`src/rtl/gray_conv_arbiter.sv`:
```
// gray_conv_arbiter: round-robin arbiter that shares one registered
// binary<->Gray conversion stage between N_REQ requesters and returns each
// result on a single valid/ready response port, tagged with requester ID.
module gray_conv_arbiter #(
  parameter int unsigned  W     = 4,
  parameter int unsigned  N_REQ = 4,
  localparam int unsigned IDW   = $clog2(N_REQ)
) (
  input  logic                 clk,
  input  logic                 rst,
  input  logic [N_REQ-1:0]     req_valid,
  input  logic [N_REQ-1:0]     req_mode,
  input  logic [N_REQ*W-1:0]   req_data,
  output logic [N_REQ-1:0]     req_ready,
  output logic                 resp_valid,
  input  logic                 resp_ready,
  output logic [W-1:0]         resp_data,
  output logic [IDW-1:0]       resp_id,
  output logic                 resp_mode,
  output logic [15:0]          done_cnt
);

  localparam logic [15:0] DONE_MAX = 16'hFFFF;

  typedef enum logic [1:0] {
    IDLE = 2'd0,
    CONV = 2'd1,
    RESP = 2'd2
  } state_t;

  state_t         state;
  logic [IDW-1:0] rr_ptr;
  logic [IDW-1:0] id_reg;
  logic [W-1:0]   op_reg;
  logic           mode_reg;

  logic           grant_found;
  logic [IDW-1:0] grant_idx;
  logic [W-1:0]   grant_data;
  logic           grant_mode;
  logic [IDW-1:0] rr_next;
  logic           accept;
  logic [W-1:0]   conv_result;

  // Binary to Gray: each bit is the XOR of itself and its upper neighbour.
  function automatic logic [W-1:0] bin_to_gray(input logic [W-1:0] b);
    return b ^ (b >> 1);
  endfunction

  // Gray to binary: each bit is the XOR of all Gray bits at or above it.
  function automatic logic [W-1:0] gray_to_bin(input logic [W-1:0] g);
    logic [W-1:0] b;
    b = g;
    for (int unsigned s = 1; s < W; s++) begin
      b = b ^ (g >> s);
    end
    return b;
  endfunction

  // Round-robin search: first valid requester starting at rr_ptr, wrapping.
  always_comb begin
    int unsigned      idx;
    logic [N_REQ-1:0] shifted;
    grant_found = 1'b0;
    grant_idx   = '0;
    idx         = 0;
    shifted     = '0;
    for (int unsigned k = 0; k < N_REQ; k++) begin
      idx     = (32'(rr_ptr) + k) % N_REQ;
      shifted = req_valid >> idx;
      if (!grant_found && shifted[0]) begin
        grant_found = 1'b1;
        grant_idx   = IDW'(idx);
      end
    end
  end

  // Operand, mode and next pointer of the granted requester.
  always_comb begin
    logic [N_REQ-1:0] mode_sh;
    mode_sh    = req_mode >> grant_idx;
    grant_mode = mode_sh[0];
    grant_data = W'(req_data >> (32'(grant_idx) * W));
    rr_next    = IDW'((32'(grant_idx) + 1) % N_REQ);
  end

  // One-hot accept, only offered while idle and out of reset.
  always_comb begin
    req_ready = '0;
    if (!rst && state == IDLE && grant_found) begin
      req_ready = N_REQ'(1) << grant_idx;
    end
  end

  assign accept = |(req_valid & req_ready);

  // Shared conversion stage fed from the latched operand.
  always_comb begin
    conv_result = mode_reg ? gray_to_bin(op_reg) : bin_to_gray(op_reg);
  end

  // Control FSM with registered response and completion counter.
  always_ff @(posedge clk or posedge rst) begin
    if (rst) begin
      state      <= IDLE;
      rr_ptr     <= '0;
      id_reg     <= '0;
      op_reg     <= '0;
      mode_reg   <= 1'b0;
      resp_valid <= 1'b0;
      resp_data  <= '0;
      resp_id    <= '0;
      resp_mode  <= 1'b0;
      done_cnt   <= '0;
    end else begin
      case (state)
        IDLE: begin
          if (accept) begin
            op_reg   <= grant_data;
            mode_reg <= grant_mode;
            id_reg   <= grant_idx;
            rr_ptr   <= rr_next;
            state    <= CONV;
          end
        end
        CONV: begin
          resp_data  <= conv_result;
          resp_id    <= id_reg;
          resp_mode  <= mode_reg;
          resp_valid <= 1'b1;
          state      <= RESP;
        end
        RESP: begin
          if (resp_ready) begin
            resp_valid <= 1'b0;
            state      <= IDLE;
            if (done_cnt != DONE_MAX) begin
              done_cnt <= done_cnt + 16'd1;
            end
          end
        end
        default: begin
          resp_valid <= 1'b0;
          state      <= IDLE;
        end
      endcase
    end
  end

endmodule
```
`config.mk`:
```
export PLATFORM = sky130hd
export DESIGN_NAME = gray_conv_arbiter
export DESIGN_NICKNAME = d
export VERILOG_FILES = /design/src/rtl/gray_conv_arbiter.sv
export SDC_FILE = /design/constraint.sdc
export NUM_CORES = 1
export LEC_CHECK = 0
export CAP_MARGIN = 20
export CORE_UTILIZATION = 48
export CTS_BUF_LIST = sky130_fd_sc_hd__clkbuf_4
export CTS_CLUSTER_DIAMETER = 200
export CTS_CLUSTER_SIZE = 14
export DETAILED_ROUTE_END_ITERATION = 12
export PLACE_DENSITY = 0.82
export SLEW_MARGIN = 20
export SYNTH_ARGS = -nofsm -noshare
export SYNTH_HDL_FRONTEND = slang
export SYNTH_SLANG_ARGS = --single-unit
```
`constraint.sdc`:
```
create_clock -name clk -period 2.2 [get_ports clk]
set_input_delay 0.44 -clock clk [delete_from_list [all_inputs] [get_ports clk]]
set_output_delay 0.44 -clock clk [all_outputs]
set_load 0.005 [all_outputs]
```
[After elaboration in Yosys (flattened, before gate mapping)]
Cells that the tools add are included.
Operators by class
  reduce and logical (&&, ||, !) cells: 15
  $lt $le $gt $ge: 0
  add/subtract/negate cells: 5
  div/mod/pow operators: 0
  shift-type cells: 7
  multiplexer cells: 15
  multipliers: 0
  equality and inequality tests: 5
  bitwise gates (word level): 5
Operators by type and width (number)
  right shift 4 x 2 -> 1 bit: 5
  adder 16 x 1 -> 16 bit (second input constant): 1
  inequality test 16 bit (second input constant): 1
  right shift 16 x 4 -> 4 bit: 1
  2-to-1 mux 2 bit: 6
  2-to-1 mux 4 bit: 2
  one-hot mux 2 bit (3 select lines): 1
  AND reduction 2 bit: 3
  logical AND 1 bit: 5
  2-to-1 mux 1 bit: 5
  adder 2 x 1 -> 2 bit (second input constant): 2
  adder 2 bit (second input constant): 2
  bitwise AND 4 bit: 1
  logical NOT 1 bit: 4
  inequality test 2 bit (second input constant): 2
  OR reduction 4 bit: 1
  left shift 1 x 2 -> 4 bit (first input constant): 1
  XOR 4 x 1 -> 4 bit: 1
  XOR 4 x 2 -> 4 bit: 1
  XOR 4 x 3 -> 4 bit: 1
  one-hot mux 1 bit (3 select lines): 1
  AND reduction 3 bit: 1
  equality test 2 x 1 -> 1 bit (second input constant): 1
  equality test 2 bit (second input constant): 1
  2 further kinds: 2
Storage, ports and cells
  RAM bits: 0
  bits of input ports: 27
  memory bits (read-only): 0
  latch bits: 0
  bits in registers: 35
  memories: 0
  word-level logic and storage cells: 62

[Logic depth before layout (Yosys ltp)]
  depth after elaboration: 17
  mapped depth: 6

[Least setup slack after synthesis]
OpenSTA, ideal clock, no wires.
  path type: reg2out
  start: register state[1]
  end: output req_ready[1]
  stages on the path, launching flop included: 4
  buffers on the path: 1
  data required time: 1.760 ns
  arrival: 1.407 ns
  path slack: 0.353 ns
  path through: dfrtp_1 -> or4_4 -> clkbuf_1 -> nor3_1
On the way
  word-level cells in the longest chain between the ends: 4
Ends and longest elaborated chain
  start: declaration: line 31  | state_t state;
  start signal: assignment: line 105  | state <= IDLE;
  start signal: assignment: line 123  | state <= CONV;
  start signal: assignment: line 131  | state <= RESP;
  logical NOT 2 bit: line 90  | if (!rst && state == IDLE && grant_found) begin
  logical AND 1 bit (2 in series): line 90
  2-to-1 mux 4 bit: line 90
  end: declaration: line 14  | output logic [N_REQ-1:0] req_ready,
Every way passes these cells.

[Worst setup path in the final report]
  start: register state[0]
  end: output req_ready[1]
Same word-level chain as after synthesis.

==> run metrics <==
status=finished clean; Setup crit end kind=primary output; leakage=1.205 nW; FP Rows=21; clk_lat worst skew=0.34 ns; Total Power=2.712 mW; Largest register FFs=16; share of layout cells above drive strength 1=0.2336; wire length on met3=236 µm; first-pass GRT wire length=6.865 mm; max-cap violations=0; syn_area_per_cell=10.75 µm²; Post-Route WL=3.953 mm; # IOs=55; Reg clk slew, reported paths=0.10 ns; WP data required=1.76 ns; worst r2r dst=done_cnt[12]; DPL Wire Length=2.963 mm; Final Wtd Congestion=0.8029; CP max FO=3; pin count of the biggest net entering global routing=32; Initial Util=0.5209; Placeable Area=3468 µm²; RSZ-0062 raised after global routing=yes; final hold viol count=0; CP endpoint=req_ready[1]; ant diodes=0; Highest Signal Layer=met4; CP Data Arrival Time=1.74 ns; Nets=271; post-synthesis cell area=1807 µm²; FF-to-FF Start=done_cnt[0]; # clock sinks=35; top-area cell type share of the netlist area=0.4848; Max Clk Rate=458.0 MHz; Die W=63.35 µm; Die H=63.35 µm; period utilization=0.9925; final cell count without fillers=290; CTS Buffer Depth=2; Worst setup SP type=register; Die ar.=4013 µm²; critical path startpoint=state[0]; number of global-route vias before repair=1,539; setup TNS=0 ns; Clock Skew=0.01187 ns; WL met2=2.011 mm; dpl ws=-0.5781 ns; max-slew violation count=0; CTS tree=done; DR DRC count=0; Cells after DPL=279; DR pass1 iterations=4; relative slew slack=0.6930; dominant cell type by area after synthesis=dfrtp_1; Starting DRT DRC Count=64; min-delay worst type=in -> async; PD cells=1033 nW/µm²; sequential share of the synthesized area=0.4848; Synth Net Count=196; synthesis-to-layout area growth=45.29%; vias per cell=5.345; GRT Total Usage=0.2227; Post-Synthesis Cells=168; final worst setup slack=0.01659 ns; CTS buffer count=5; reg-to-reg setup timing slack=0.38 ns; CP Class=reg -> out; DR WL/cell=13.63 µm; Detail Route Antenna Nets=0; Worst R2R Path Depth=6; initial antenna violation count=0; Least-Margin Pin Slew=0.4577 ns; Tmin final=2.183 ns; Setup violations, final=0; H-tree depth=2; top cells by area, synth=dfrtp_1, mux2i_1, nand2_1; Synth cell types=39; Peak VDD IR=0.0006747 V; synth warn=0; CTS Hold Bufs=0; count of input and output buffers=54; Root Driver=clkbuf_4; total congestion overflow=0; wire length on met1=1.632 mm; vias=1,550; #FFs+latches synth=35
[Yosys cell counts, drive strengths merged]
cell type	instances
o22ai	1
clkbuf	2
o21ba	1
or4	1
or3	2
nand3b	1
mux2	6
a21o	1
nand2	21
dfrtp	35
a31oi	2
buf	1
nor3	7
and2b	1
and4	2
o21ai	7
nand3	8
nor3b	1
o221ai	6
xor2	8
and3	2
inv	9
a41oi	1
o21a	2
nand2b	1
a21oi	3
o31ai	1
nor2	10
o221a	1
ha	1
nor4	1
clkinv	1
xnor2	9
mux2i	10
a221oi	1
nor2b	1
[repair_timing]
action / in CTS / in global routing
gates cloned: 0 / 0
buffers inserted: 3 / 0
endpoints found under the setup margin: 4 / 3
resized for setup: 33 / 4
pin swaps: 5 / 3
[power breakdown]
| part | leakage [nW] | total [mW] | switching (mW) | internal, mW |
|---|---|---|---|---|
| registers | 0.445 | 1.03 | 0.182 | 0.850 |
| clock network | 0.0426 | 0.442 | 0.209 | 0.234 |
| logic | 0.717 | 1.24 | 0.536 | 0.702 |
[area by class of cell]
type	instances	area (µm²)
multi-input cells	120	923.4
flip-flops and latches	35	877.1
fillers	248	843.3
repair buffers	71	648.1
well taps	46	57.56
inverters	10	42.54
clock inverters	3	38.79
clock buffers	5	37.54
[kinds of logic (layout without fill, tap and decap cells)]
group | after synthesis | in the layout | synth area share
mux | 16 | 16 | 0.09280
flops | 35 | 35 | 0.4848
xor+xnor | 17 | 17 | 0.08241
fa+ha+maj | 1 | 1 | 0.006924
buf+inv | 13 | 89 | 0.03116
compound gates | 27 | 27 | 0.1295
simple gates | 59 | 59 | 0.1724
[per-stage QoR]
step | hold WS [ns] | instance area, µm² | util
4_1_cts | 0.1216 | 2618 | 0.7547
2_1_floorplan | 0.4455 | 1807 | -
3_3_place_gp | 0.4563 | 2491 | 0.7183
6_report | 0.1282 | 2625 | 0.7569
3_5_place_dp | 0.4690 | 2491 | 0.7183
5_1_grt | 0.1204 | 2625 | 0.7569
[metal layers]
metal | track usage | vias up
met5 | 0 | -
met4 | 0.09943 | 0
met3 | 0.07065 | 8
met2 | 0.3843 | 58
met1 | 0.2485 | 740
li1 | - | 744
[worst min-delay path by stage]
| stage | startpoint | end |
|---|---|---|
| 2_1_floorplan | id_reg[0] | id_reg[0] |
| 3_5_place_dp | id_reg[0] | id_reg[0] |
| 6_report | rst | resp_id[0] |
| 4_1_cts | rst | rr_ptr[0] |
| 5_1_grt | rst | resp_id[0] |
| 3_3_place_gp | id_reg[0] | id_reg[0] |
[layout by cell type (no fill, tap or decap), types with 4 or more instances in the layout]
cell and instances:
nand3_1 8, o221ai_1 5, clkbuf_4 5, mux2_2 6, dlygate4sd2_1 4, o21ai_0 6, dfrtp_1 34, buf_4 16
nor3_1 4, inv_1 7, mux2i_1 10, xnor2_1 9, nand2_1 21, xor2_1 8, clkdlybuf4s50_1 45, nor2_1 9
[worst max-delay path, cell delays in order (launching register included)]
cell     delay, ns
dfrtp_1       0.40
or4_4         0.58
buf_6         0.15
nor3_2        0.15
buf_2         0.13
No activity file was read; power rests on OpenSTA's default activity.
==> patch (same settings) <==
Set the parameter `N_REQ` to 8 (it was 4).
--- a/src/rtl/gray_conv_arbiter.sv
+++ b/src/rtl/gray_conv_arbiter.sv
@@ -3,7 +3,7 @@
 // result on a single valid/ready response port, tagged with requester ID.
 module gray_conv_arbiter #(
   parameter int unsigned  W     = 4,
-  parameter int unsigned  N_REQ = 4,
+  parameter int unsigned  N_REQ = 8,
   localparam int unsigned IDW   = $clog2(N_REQ)
 ) (
   input  logic                 clk,
Interface: changed (5 resized); port bits go from 55 to 84. The function was not compared with the original's and may differ.
==> patch against the original RTL <==
  * The run now ends with setup timing left
  * Via count increased by 140%
  * Fmax fell by 48%
  * Sequential cell count grew 3
  * Synthesized cell count rose by 90%
  * Final area is 110% higher
  * Register-to-register slack worse by 2.2 ns
  * Setup slack lost 2.0 ns
  * Routed wire length rose to 3.1 times the old value
  * Critical path type unchanged
  * Area after synthesis rose by 77%
  * Highest routed layer unchanged
  * Count of clock-buffer cells in the layout did not move
Power is not shown: default switching activity piles up to over one toggle a cycle in this logic, so the estimate is an artifact.
==> patch: results (changes against the original RTL) <==
Finish
  – Finished Layout Cells: 586 (was 290)
  – Proportion of layout cells with a drive suffix above 1: 0.4479 (was 0.2336)
  – Final net count: 563 (was 271)

Setup path
  – Register-to-register path setup slack: -1.82 ns (was 0.38 ns)
  – Arrival @ worst endpoint: 3.74 ns (was 1.74 ns)
  – CP Max Fanout: 6 (was 3)
  – Reg-to-Reg End: op_reg[2] (was done_cnt[12])
  – Reg2Reg Depth: 19 (was 6)
  – Crit path capture: req_ready[6] (was req_ready[1])

Global route
  – Vias in the first global route: 3,586 (was 1,539)
  – GR Layer Usage met1: 0.4087 (was 0.2485)
  – GR Util met2: 0.5528 (was 0.3843)
  – Total track usage: 0.3301 (was 0.2227)
  – Largest net degree at the start of global routing: 31 (was 32)

Status
  – Failing checks: setup timing
  – Status: finished with violations (was finished clean)

STA
  – Worst Tran Pin Value: 0.5304 ns (was 0.4577 ns)
  – Setup violators final: 20 (was 0)
  – Post-route worst setup slack: -1.977 ns (was 0.01659 ns)

Clocking
  – Post-CTS Resized: 69 (was 33)
  – Clock-pin slew on the worst setup and hold paths: 0.14 ns (was 0.10 ns)

Route
  – Metal1 wirelength: 4.801 mm (was 1.632 mm)
  – Initial DRT Pass Iterations: 5 (was 4)
  – Met3 wire len: 879 µm (was 236 µm)
  – Routed wl met2: 6.131 mm (was 2.011 mm)
  – DRT iter0 DRCs: 348 (was 64)

Placement
  – Final GP Congestion: 0.9181 (was 0.8029)
  – DP Worst Slack: -2.108 ns (was -0.5781 ns)

Synth
  – Synth top area cells: dfrtp_1 (30%), mux2_2 (10%), mux2i_1 (8.5%) (was dfrtp_1 (48%), mux2i_1 (5.5%), nand2_1 (4.4%))
  – Yosys cell types: 61 (was 39)
  – Synth Area in XOR/XNOR: 0.06813 (was 0.08241)
  – Top cells by count, synth: dfrtp_1 (38), mux2_2 (29), mux2i_1 (27), nor2_1 (27), nand2_1 (18) (was dfrtp_1 (35), nand2_1 (21), mux2i_1 (10), nor2_1 (10), xnor2_1 (9))
  – Post-Synth Adder-Cell Area: 0.01566 (was 0.006925)
patch: cell count changes in the layout (fill, tap and decap cells not counted), sizes merged, moves of 17 or more:
cell           unedited run  this run
mux2                      6        29
mux2i                    10        27
nor2                     10        27
clkdlybuf4s50            45        75
buf                      20       123
patch: per-stage QoR:
stage	instance area, µm²	util
4_1_cts	5142	0.8053
2_1_floorplan	3328	-
3_3_place_gp	4773	0.7475
3_5_place_dp	4773	0.7475
6_report	5381	0.8427
5_1_grt	5381	0.8427
patch: kinds of logic after synthesis:
group | Yosys count
flops | 38
xor+xnor | 24
compound gates | 67
fa+ha+maj | 4
buf+inv | 27
simple gates | 95
mux | 65
patch: layout make-up:
type | instances | share of cell area
sequential | 38 | 0.1769
multi-input combinational | 255 | 0.4545
clock inverter | 3 | 0.01279
timing repair buffer | 198 | 0.3229
tap | 77 | 0.01790
inverter | 10 | 0.007905
clock buffer | 5 | 0.006975
